--- config.mk ---
export PLATFORM = sky130hd
export DESIGN_NAME = vtimctl
export DESIGN_NICKNAME = d
export VERILOG_FILES = /design/src/rtl/vtimctl_pkg.sv /design/src/rtl/vline_cnt.sv /design/src/rtl/vtimctl.sv
export SDC_FILE = /design/constraint.sdc
export NUM_CORES = 1
export LEC_CHECK = 0
export ABC_CLOCK_PERIOD_IN_PS = 3950
export CORE_ASPECT_RATIO = 1.5
export CORE_MARGIN = 1
export CORE_UTILIZATION = 50
export CTS_CLUSTER_SIZE = 25
export DETAILED_ROUTE_END_ITERATION = 16
export HOLD_SLACK_MARGIN = 0.15
export PLACE_DENSITY = 0.85
export SYNTH_ARGS = -nofsm -noshare
export SYNTH_HDL_FRONTEND = slang
export SYNTH_SLANG_ARGS = --single-unit
--- constraint.sdc ---
create_clock -name clk -period 3.95 [get_ports clk]
set_input_delay 0.79 -clock clk [delete_from_list [all_inputs] [get_ports clk]]
set_output_delay 0.79 -clock clk [all_outputs]
set_load 0.03 [all_outputs]
--- src/rtl/vtimctl_pkg.sv ---
// Shared types and constants for the vertical timing controller.
// Latency: n/a (types and constants only).
// Backpressure: n/a.
package vtimctl_pkg;

    localparam int LINE_W         = 9;
    localparam int DEF_PAL_LINES  = 313;
    localparam int DEF_NTSC_LINES = 263;
    localparam int DEF_MONO_LINES = 501;
    localparam int DEF_VS_LEN     = 3;

    // Encoding matches the mode_sel pins directly.
    typedef enum logic [1:0] {
        MODE_PAL     = 2'b00,
        MODE_NTSC    = 2'b01,
        MODE_MONO    = 2'b10,
        MODE_INVALID = 2'b11
    } mode_e;

    typedef enum logic [1:0] {
        ST_IDLE = 2'b00,
        ST_PEND = 2'b01,
        ST_DROP = 2'b10
    } state_e;

    function automatic logic mode_valid(input logic [1:0] sel);
        return sel != MODE_INVALID;
    endfunction

endpackage

--- src/rtl/vline_cnt.sv ---
// Line counter with end-of-frame detect and vertical sync register.
// Latency: line/ivsync update on the hsync_stb edge; wrap is combinational on that cycle.
// Backpressure: none; counts every hsync_stb pulse.
//
// Ports: clk, por (sync active-high reset), hsync_stb (end of line),
//        last (lines per frame for the current mode) ->
//        line (current line), wrap (this hsync_stb ends the frame), ivsync.
module vline_cnt
    import vtimctl_pkg::*;
#(
    parameter int VS_LEN = DEF_VS_LEN
) (
    input  logic              clk,
    input  logic              por,
    input  logic              hsync_stb,
    input  logic [LINE_W-1:0] last,
    output logic [LINE_W-1:0] line,
    output logic              wrap,
    output logic              ivsync
);

    localparam logic [LINE_W:0] VS_LEN_W = (LINE_W+1)'(VS_LEN);

    logic [LINE_W:0] line_nxt;

    assign line_nxt = {1'b0, line} + 1'b1;

    // line+1 >= last covers both the normal LAST-1 wrap and any out-of-range
    // line left over from a shorter-frame mode switch.
    assign wrap = hsync_stb && (line_nxt >= {1'b0, last});

    always_ff @(posedge clk) begin
        if (por) begin
            line   <= '0;
            ivsync <= 1'b1;
        end else if (hsync_stb) begin
            if (wrap) begin
                line   <= '0;
                ivsync <= (VS_LEN_W != '0);
            end else begin
                line   <= line_nxt[LINE_W-1:0];
                ivsync <= (line_nxt < VS_LEN_W);
            end
        end
    end

endmodule

--- src/rtl/vtimctl.sv ---
// Vertical timing controller: line counting plus frame-synchronous mode switching.
// Latency: mode_err one clk after request; mode_ack one clk after the applying frame wrap.
// Backpressure: busy stays high from acceptance until mode_req is dropped after ack/err.
//
// Ports: clk, por (sync active-high reset), hsync_stb, mode_req/mode_sel (request),
//        mode_ack/mode_err/busy (handshake), mde1/cpal/cntsc (active mode, one-hot),
//        ivsync, line, frame_stb.
module vtimctl
    import vtimctl_pkg::*;
#(
    parameter int PAL_LINES  = DEF_PAL_LINES,
    parameter int NTSC_LINES = DEF_NTSC_LINES,
    parameter int MONO_LINES = DEF_MONO_LINES,
    parameter int VS_LEN     = DEF_VS_LEN
) (
    input  logic              clk,
    input  logic              por,
    input  logic              hsync_stb,
    input  logic              mode_req,
    input  logic [1:0]        mode_sel,
    output logic              mode_ack,
    output logic              mode_err,
    output logic              busy,
    output logic              mde1,
    output logic              cpal,
    output logic              cntsc,
    output logic              ivsync,
    output logic [LINE_W-1:0] line,
    output logic              frame_stb
);

    state_e            state;
    mode_e             mode_act;
    mode_e             mode_pend;
    logic [LINE_W-1:0] last;
    logic              wrap;

    // Frame length follows the mode active before the edge, so the frame that
    // starts at a mode-change wrap already counts against the new length.
    always_comb begin
        last = LINE_W'(PAL_LINES);
        case (mode_act)
            MODE_NTSC: last = LINE_W'(NTSC_LINES);
            MODE_MONO: last = LINE_W'(MONO_LINES);
            default:   last = LINE_W'(PAL_LINES);
        endcase
    end

    vline_cnt #(
        .VS_LEN (VS_LEN)
    ) u_line (
        .clk       (clk),
        .por       (por),
        .hsync_stb (hsync_stb),
        .last      (last),
        .line      (line),
        .wrap      (wrap),
        .ivsync    (ivsync)
    );

    // A request accepted in IDLE on a wrap edge only reaches PEND after that
    // edge, so it naturally waits for the following wrap.
    always_ff @(posedge clk) begin
        if (por) begin
            state     <= ST_IDLE;
            mode_act  <= MODE_PAL;
            mode_pend <= MODE_PAL;
            mode_ack  <= 1'b0;
            mode_err  <= 1'b0;
            frame_stb <= 1'b0;
        end else begin
            mode_ack  <= 1'b0;
            mode_err  <= 1'b0;
            frame_stb <= wrap;
            case (state)
                ST_IDLE: begin
                    if (mode_req) begin
                        if (mode_valid(mode_sel)) begin
                            mode_pend <= mode_e'(mode_sel);
                            state     <= ST_PEND;
                        end else begin
                            mode_err <= 1'b1;
                            state    <= ST_DROP;
                        end
                    end
                end
                ST_PEND: begin
                    // mode_sel is deliberately not looked at here.
                    if (wrap) begin
                        mode_act <= mode_pend;
                        mode_ack <= 1'b1;
                        state    <= ST_DROP;
                    end
                end
                ST_DROP: begin
                    if (!mode_req) begin
                        state <= ST_IDLE;
                    end
                end
                default: state <= ST_IDLE;
            endcase
        end
    end

    assign busy = (state != ST_IDLE);

    // mode_act only ever holds a validated encoding, so this stays one-hot.
    assign cpal  = (mode_act == MODE_PAL);
    assign cntsc = (mode_act == MODE_NTSC);
    assign mde1  = (mode_act == MODE_MONO);

endmodule
==> results.cfg, run 1 <==
[status]
outcome = finished, final reports clean

[routing]
drtIter0Drc = 26
vias_per_cell = 5.65
wl_um = 2530
vias = 1079
wire_per_inst_um = 13.3
first_pass_iters = 4
post-route-drc-count = 0
drtAntennaViolNets = 0

[synth]
ys_warn_count = 0
synthAdderAreaFrac_pct = 11.4
seq_area_frac_synth_pct = 31.5
synth_top_family_by_area = simple AND/OR/NAND/NOR gates
ys_seq_elements = 19
ys.flop_type = dfxtp_1
synth_top_cell_area_share_pct = 31.5
syn_area_um2 = 1210
synth_edf_count = 0
synth_compound_area_share_pct = 18.1
synth_area_leader_cell = dfxtp_1
synth_cells = 145
muxShareOfSynthArea_pct = 3.42
synth.most_common_cell = nand2_1
synth_fp_nets = 162
async_reset_ff_share_pct = 0
yosys-top-cells-area = dfxtp_1 (32%), ha_1 (11%), nand2_1 (6.5%)
yosysUniqueCellTypes = 41
syn_avg_cell_area_um2 = 8.33
synth_top_cells_by_count = nand2_1 (21), dfxtp_1 (19), nor2_1 (13)
synth-simple-area-share_pct = 24.4
synth_xor_xnor_area_share_pct = 5.80

[run]
cap_violations = 0

[global_routing]
grt_pass1_vias = 1103
grt_usage_pct = 21.1
grt_max_degree = 17
globalRouteOverflowTotal = 0
grt_pass1_wl_um = 4430
antenna_found_initial = 0

[hold_path]
hold_path_end = mode_act[1]
hold_path_class = reg -> reg
min_from = mode_pend[1]
hold_depth = 2

[timing]
finalWorstSetupSlack_ps = 1140
holdWs_ps = 476
slew_headroom_pct = 67.0
hold_viol_final = 0
min_period_over_period_pct = 71.1
max_freq_mhz = 356
finalSetupViolCount = 0
fin_tns_setup_ps = 0
slew_violations = 0
fin_skew_ps = 3.27
worst_pin_slew_ps = 494
period_minus_slack_ps = 2810
rsz0062_at_grt = false

[clock_tree]
cts_made_buffers = 3
post_cts_buffers = 0
cts_tree = done
clkTransAtPathRegs_ps = 110
worstSkewPairLatency_ps = 310
clk_path_buf_depth = 2
h-tree-depth = 1
cts_resized = 0
cts_num_sinks = 19
holdBufCountCts = 0
root_buffer = clkbuf_4

[floorplan]
dieArea_um2 = 2620
die_x_um = 42.1
coreArea_um2 = 2260
ioPinCount = 23
fp.dieH_um = 62.2
rows = 21
initial_utilization_pct = 53.4

[worst_setup_path]
regToRegStartpoint = u_line.line[2]
critPathLaunchType = flip-flop
timing.rr.end = u_line.line[0]
ff2ff_setup_slack_ps = 1140
endpoint_kind = flip-flop
crit_type = reg -> reg
required_ps = 4200
ff2ff_path_depth = 10
crit_arrival_ps = 3060
worstPathMaxFanout = 9

[final_layout]
n_antenna_cell = 0
nets = 186
post-route-util_pct = 64.8
finalInstanceArea_um2 = 1460
fillers = 199
area_growth_pct = 21.2
drive_gt1_share_pct = 10.7

[placement]
placed_area_um2 = 1440
dp_slack_ps = 1170
io_buffers = 22
place.gp.congestion = 0.932
dp_hpwl_um = 2010

[power_and_ir_drop]
irDropWorstVdd_uv = 235
leakage_uw = 0.000584
powerDensity_nw_per_um2 = 301
-- cell families after synthesis --
family | count (synthesis)
AO/OA/AOI/OAI | 29
XOR/XNOR | 8
adder cells (fa/ha/maj) | 11
buffers and inverters | 15
flip-flops | 19
multiplexers | 4
AND/OR/NAND/NOR | 59
-- flip-flops by register name, indices dropped and copies added (netlist names) --
signal / cells
frame_stb: 1
mode_ack: 1
mode_act: 2
mode_err: 1
mode_pend: 2
state: 2
u_line.ivsync: 1
u_line.line: 9
-- routing by layer --
metal,routed length [µm],up-vias,global-route usage [%],part of all wire [%]
li1,-,552,-,-
met1,1020,485,22.4,40
met2,1320,33,38.1,52
met3,96,9,2.33,3.8
met4,100,0,13.3,3.9
met5,0,-,0,0
-- power breakdown --
group          switching [µW]  internal [µW]
sequential               18.2            204
combinational            65.9           51.0
clock                    64.0           37.9
total                     148            292
-- worst max-delay path: stages, from the launching register on --
cell,delay [ps]
dfxtp_1,520
and4_4,290
nor2b_4,150
nand2_1,70
xor2_1,230
inv_1,70
ha_1,300
a221o_1,380
or3_1,340
o32a_4,280
o21ai_2,120
-- area by class of cell --
class,instances,area [µm²],area share [%]
Tap cell,23,28.8,1.97
Clock buffer,3,22.5,1.54
Clock inverter,1,5.00,0.342
Sequential cell,19,380,26.0
Timing Repair Buffer,22,220,15.0
Inverter,12,45.0,3.08
Multi-Input combinational cell,111,762,52.1
-- layout by cell type (no fill, tap or decap), drive strengths merged, types with 4 or more instances in the layout --
| master | synthesis | layout |
|---|---|---|
| inv | 11 | 11 |
| dfxtp | 19 | 19 |
| a21oi | 7 | 7 |
| nor3 | 5 | 5 |
| xor2 | 4 | 4 |
| xnor2 | 4 | 4 |
| nor2 | 13 | 13 |
| ha | 11 | 11 |
| nand2 | 21 | 21 |
| clkdlybuf4s50 | 0 | 22 |
| o21ai | 8 | 8 |
| nand3 | 6 | 6 |
-- metrics by stage --
stage          power [µW]  cells
2_1_floorplan         302    145
3_3_place_gp          339    187
3_5_place_dp          343    187
4_1_cts               442    191
5_1_grt               461    191
6_report              441    191
-- how the worst max path moves through the flow --
stage | startpoint | to | slack, ps | cells past startpoint
5_1_grt | u_line.line[2] | u_line.line[0] | 1010 | 10
3_3_place_gp | u_line.line[4] | u_line.line[3] | 1250 | 10
6_report | u_line.line[2] | u_line.line[0] | 1140 | 10
3_5_place_dp | u_line.line[2] | u_line.line[0] | 1170 | 10
4_1_cts | u_line.line[4] | u_line.line[0] | 1140 | 10
2_1_floorplan | u_line.line[2] | u_line.line[0] | 1170 | 11
Note: power is estimated with default switching activity, not from simulation.
==> run 2: changes to the inputs <==
--- a/config.mk
+++ b/config.mk
@@ -5,14 +5,14 @@
 export SDC_FILE = /design/constraint.sdc
 export NUM_CORES = 1
 export LEC_CHECK = 0
-export ABC_CLOCK_PERIOD_IN_PS = 3950
+export ABC_CLOCK_PERIOD_IN_PS = 2400
 export CORE_ASPECT_RATIO = 1.5
 export CORE_MARGIN = 1
-export CORE_UTILIZATION = 50
+export CORE_UTILIZATION = 46
 export CTS_CLUSTER_SIZE = 25
 export DETAILED_ROUTE_END_ITERATION = 16
 export HOLD_SLACK_MARGIN = 0.15
-export PLACE_DENSITY = 0.85
+export PLACE_DENSITY = 0.83
 export SYNTH_ARGS = -nofsm -noshare
 export SYNTH_HDL_FRONTEND = slang
 export SYNTH_SLANG_ARGS = --single-unit
==> constraint.sdc (replaced) <==
create_clock -name clk -period 2.4 [get_ports clk]
set_input_delay 0.48 -clock clk [delete_from_list [all_inputs] [get_ports clk]]
set_output_delay 0.48 -clock clk [all_outputs]
set_load 0.03 [all_outputs]
==> results.cfg, run 2 (synthesis results as in run 1) <==
[final_layout]
regArea_um2 = 398
n_antenna_cell = 0
drive_gt1_share_pct = 28.3
fillers = 194
finalInstanceArea_um2 = 1690
area_growth_pct = 39.7
largest_reg_flops = 9
mostFrequentLayoutCells = clkdlybuf4s50_1 (22), nand2_1 (19), buf_4 (19)
multi_input_area_um2 = 825
regMostFlops = u_line.line
nets = 205
post-route-util_pct = 68.1
final_common_cell = clkdlybuf4s50_1

[routing]
wire_per_inst_um = 14.2
drtIter0Drc = 26
post-route-drc-count = 1
vias = 1202
drtAntennaViolNets = 0
wl_um = 2990
vias_per_cell = 5.70
first_pass_iters = 10

[timing]
period_minus_slack_ps = 2360
slew_violations = 0
fin_skew_ps = 0.812
holdWs_ps = 473
hold_viol_final = 0
finalSetupViolCount = 0
min_period_over_period_pct = 98.5
slew_headroom_pct = 69.8
fin_tns_setup_ps = 0
max_freq_mhz = 423
rsz0062_at_grt = true
worst_pin_slew_ps = 452

[clock_tree]
root_buffer = clkbuf_4
clkTransAtPathRegs_ps = 110
cts_num_sinks = 19
clk_path_buf_depth = 2
cts_made_buffers = 3
worstSkewPairLatency_ps = 290
cts_tree = done
h-tree-depth = 1

[status]
outcome = finished with violations
violations = DRC

[power_and_ir_drop]
switchingPower_uw = 256
finalPower_uw = 770
irDropWorstVdd_uv = 335
combPwrFrac_pct = 30.9
clkPwrFrac_pct = 21.1
swShare_pct = 33.2
p_int_uw = 514
p_seq_share_pct = 47.9
leakage_uw = 0.000694
powerDensity_nw_per_um2 = 457

[floorplan]
rows = 22
initial_utilization_pct = 48.7
die_x_um = 43.8
dieArea_um2 = 2840
fp.dieH_um = 64.7
ioPinCount = 23
coreArea_um2 = 2480

[worst_setup_path]
critPathLaunchType = flip-flop
endpoint_kind = flip-flop
worstPathMaxFanout = 6
required_ps = 2630
crit_type = reg -> reg
crit_arrival_ps = 2590

[hold_path]
hold_path_class = reg -> reg

[global_routing]
globalRouteOverflowTotal = 0
grt_max_degree = 13
grt_pass1_wl_um = 4800
grt_usage_pct = 22.4
grt_pass1_vias = 1148
antenna_found_initial = 0

[placement]
place.gp.congestion = 0.816
io_buffers = 22
placed_area_um2 = 1540
dp_hpwl_um = 2160

[run]
cap_violations = 0
[run 2: cell count changes in the layout (fill, tap and decap cells not counted), sizes merged]
cell | before | now
buf | 0 | 19
clkbuf | 3 | 4
clkinv | 2 | 1
[run 2: critical path: stages (launching register included)]
cell and delay (ps):
dfxtp_4 360, and4_4 220, nor2b_4 160, nand2_2 80, xor2_2 180, inv_2 60
ha_4 210, a221o_1 330, or3_1 320, o32a_4 250, o21ai_2 130
[run 2: routing by layer]
layer	GRT usage [%]	wire length (µm)	vias to the layer above
met2	41.4	1650	28
met4	11.7	103	0
met5	0	0	-
met3	1.95	59	10
li1	-	-	590
met1	24.0	1180	574
[run 2: timing repair]
action | 4_1_cts | 5_1_grt
resized for setup | 4 | 9
buffers inserted | 3 | 4
pin swaps | 2 | 3
hold buffers | 0 | 0
setup endpoints to repair | 11 | 15
[run 2: final cells by class]
class / count / share of cell area (%)
tap: 24 / 1.78
sequential: 19 / 23.6
clock buffer: 4 / 1.56
multi-input combinational: 111 / 48.9
inverter: 12 / 2.67
timing repair buffer: 41 / 21.5
[run 2: final timing paths]
check / start / endpoint / slack [ps] / depth (start not counted)
max: u_line.line[4] / u_line.line[2] / 40 / 10
min: mode_pend[1] / mode_act[1] / 470 / 2
max reg2reg: u_line.line[4] / u_line.line[2] / 40 / 10
min reg2reg: mode_pend[1] / mode_act[1] / 470 / 2
[run 2: power by group through the flow]
| stage | Combinational, µW | Sequential (µW) | Clock [µW] |
|---|---|---|---|
| CTS | 225 | 361 | 162 |
| global route | 259 | 373 | 174 |
| floorplan | 110 | 394 | 0 |
| finish | 238 | 369 | 163 |
| global placement | 214 | 365 | 0 |
| detailed placement | 222 | 368 | 0 |
[run 2: stage by stage]
step | setup slack [ps] | cells
after detailed placement | -40.6 | 200
after global routing | -58.6 | 211
after floorplan | -152 | 145
after global placement | 26.6 | 200
final | 35.2 | 211
after CTS | 3.67 | 207
==> variant, RTL diff (settings of run 2) <==
Set the package constant `LINE_W` to 10 (it was 9).
--- a/src/rtl/vtimctl_pkg.sv
+++ b/src/rtl/vtimctl_pkg.sv
@@ -4,5 +4,5 @@
 package vtimctl_pkg;
 
-    localparam int LINE_W         = 9;
+    localparam int LINE_W         = 10;
     localparam int DEF_PAL_LINES  = 313;
     localparam int DEF_NTSC_LINES = 263;
Ports: changed (resized line); port bits go from 23 to 24. No check against the original RTL was run, so the function may have changed too.
==> variant against run 2 <==
Routed wire length rose by 5.3%. Worst setup slack got worse by 0.0067 ns. Hold slack improved by 0.0082 ns. Die area rose by 5.3%. Final area rose by 6.3%. Synthesized cell count fell by 0.69%. Critical path depth did not move. Synthesized area rose by 5.5%. Sequential cell count rose by 1.
Power is not compared: it rests on default switching activity, and its combinational part moved more than twofold at a synthesized area within 25%.
==> variant: results (changes against run 2) <==
Layout:
- The number of multi-input combinational cells in the layout is 107 (-3.6%).
- The number of flip-flops in the largest register is 10 (+1).
- The ratio of cells with drive above 1 in the final layout is 28.32% (about the same).

Placed design:
- The detailed-placement wirelength estimate is 2235 um (+3.5%).

Drt:
- The wire length the detailed router placed on met1 came to 1227 um (+3.8%).
- The wire length on met2 came to 1729 um (+4.9%).
- The number of DRC markers in iteration 0 is 40 (+54%).

STA:
- The slew at the pin with the worst max-slew slack came to 0.5726 ns (+0.1206 ns).

Critical path:
- The cell class contributing the biggest share of worst-path delay is compound AO/OA/AOI/OAI gates.
- The worst-path maximum fanout is 7 (+1).
- The data arrival at the endpoint of the critical path came to 2.52 ns (-0.07 ns).

Clock tree:
- The root buffer cell chosen for the clock tree is clkbuf_8.
- The clock-pin slew on the worst setup and hold paths is 0.07 ns (-0.04 ns).
- The clock insertion delay at the later pin of the skew report is 0.26 ns (-0.03 ns).
- The number of post-CTS setup repair buffers is 4 (+1).

Global routing:
- The via count of the first global-routing pass is 1,215 (+5.8%).
- The global-route wire length before repair is 5175 um (+7.8%).
- The met2 usage in global routing is 42.39% (+0.97 points).
- The total routing resource utilization after global routing is 23.27% (+0.87 points).
- The fraction of met1 tracks used by global routing is 24.21% (+0.24 points).
- The global routing usage on met3 came to 2.732% (+0.78 points).

Logic synthesis:
- The share of the synthesized area in compound gates (AO/OA/AOI/OAI) is 16.90% (-1.2 points).
- The synthesized netlist cell count is 144 (-0.69%).

Status:
- The flow ran to the end, and the final reports show no timing, DRC or antenna violations.

Min path:
- The number of cells on the worst hold path was 1 (-1).
-- variant: cell types whose count changed after synthesis, moves of 5 or more --
cell	run 2	this run
a21oi_1	7	2
nand2_1	21	6
nor2_1	13	18
o21ai_2	6	0
-- variant: worst paths after layout --
kind / start / end / slack [ns]
worst max-delay path: u_line.line[1] / u_line.ivsync / 0.03
worst min-delay path: u_line.ivsync / u_line.ivsync / 0.48
worst max register to register: u_line.line[1] / u_line.ivsync / 0.03
worst min register to register: u_line.ivsync / u_line.ivsync / 0.48
-- variant: logic make-up (layout without fill, tap and decap cells) --
logic type / after synthesis / count (layout)
xor+xnor: 14 / 14
flops: 20 / 20
simple gates: 56 / 56
fa+ha+maj: 10 / 10
compound gates: 24 / 24
buf+inv: 17 / 46
mux: 3 / 3
-- variant: power by group --
part           switching (uW)  internal (uW)
Sequential               12.0            342
Combinational            60.3           58.0
Clock                     111            146
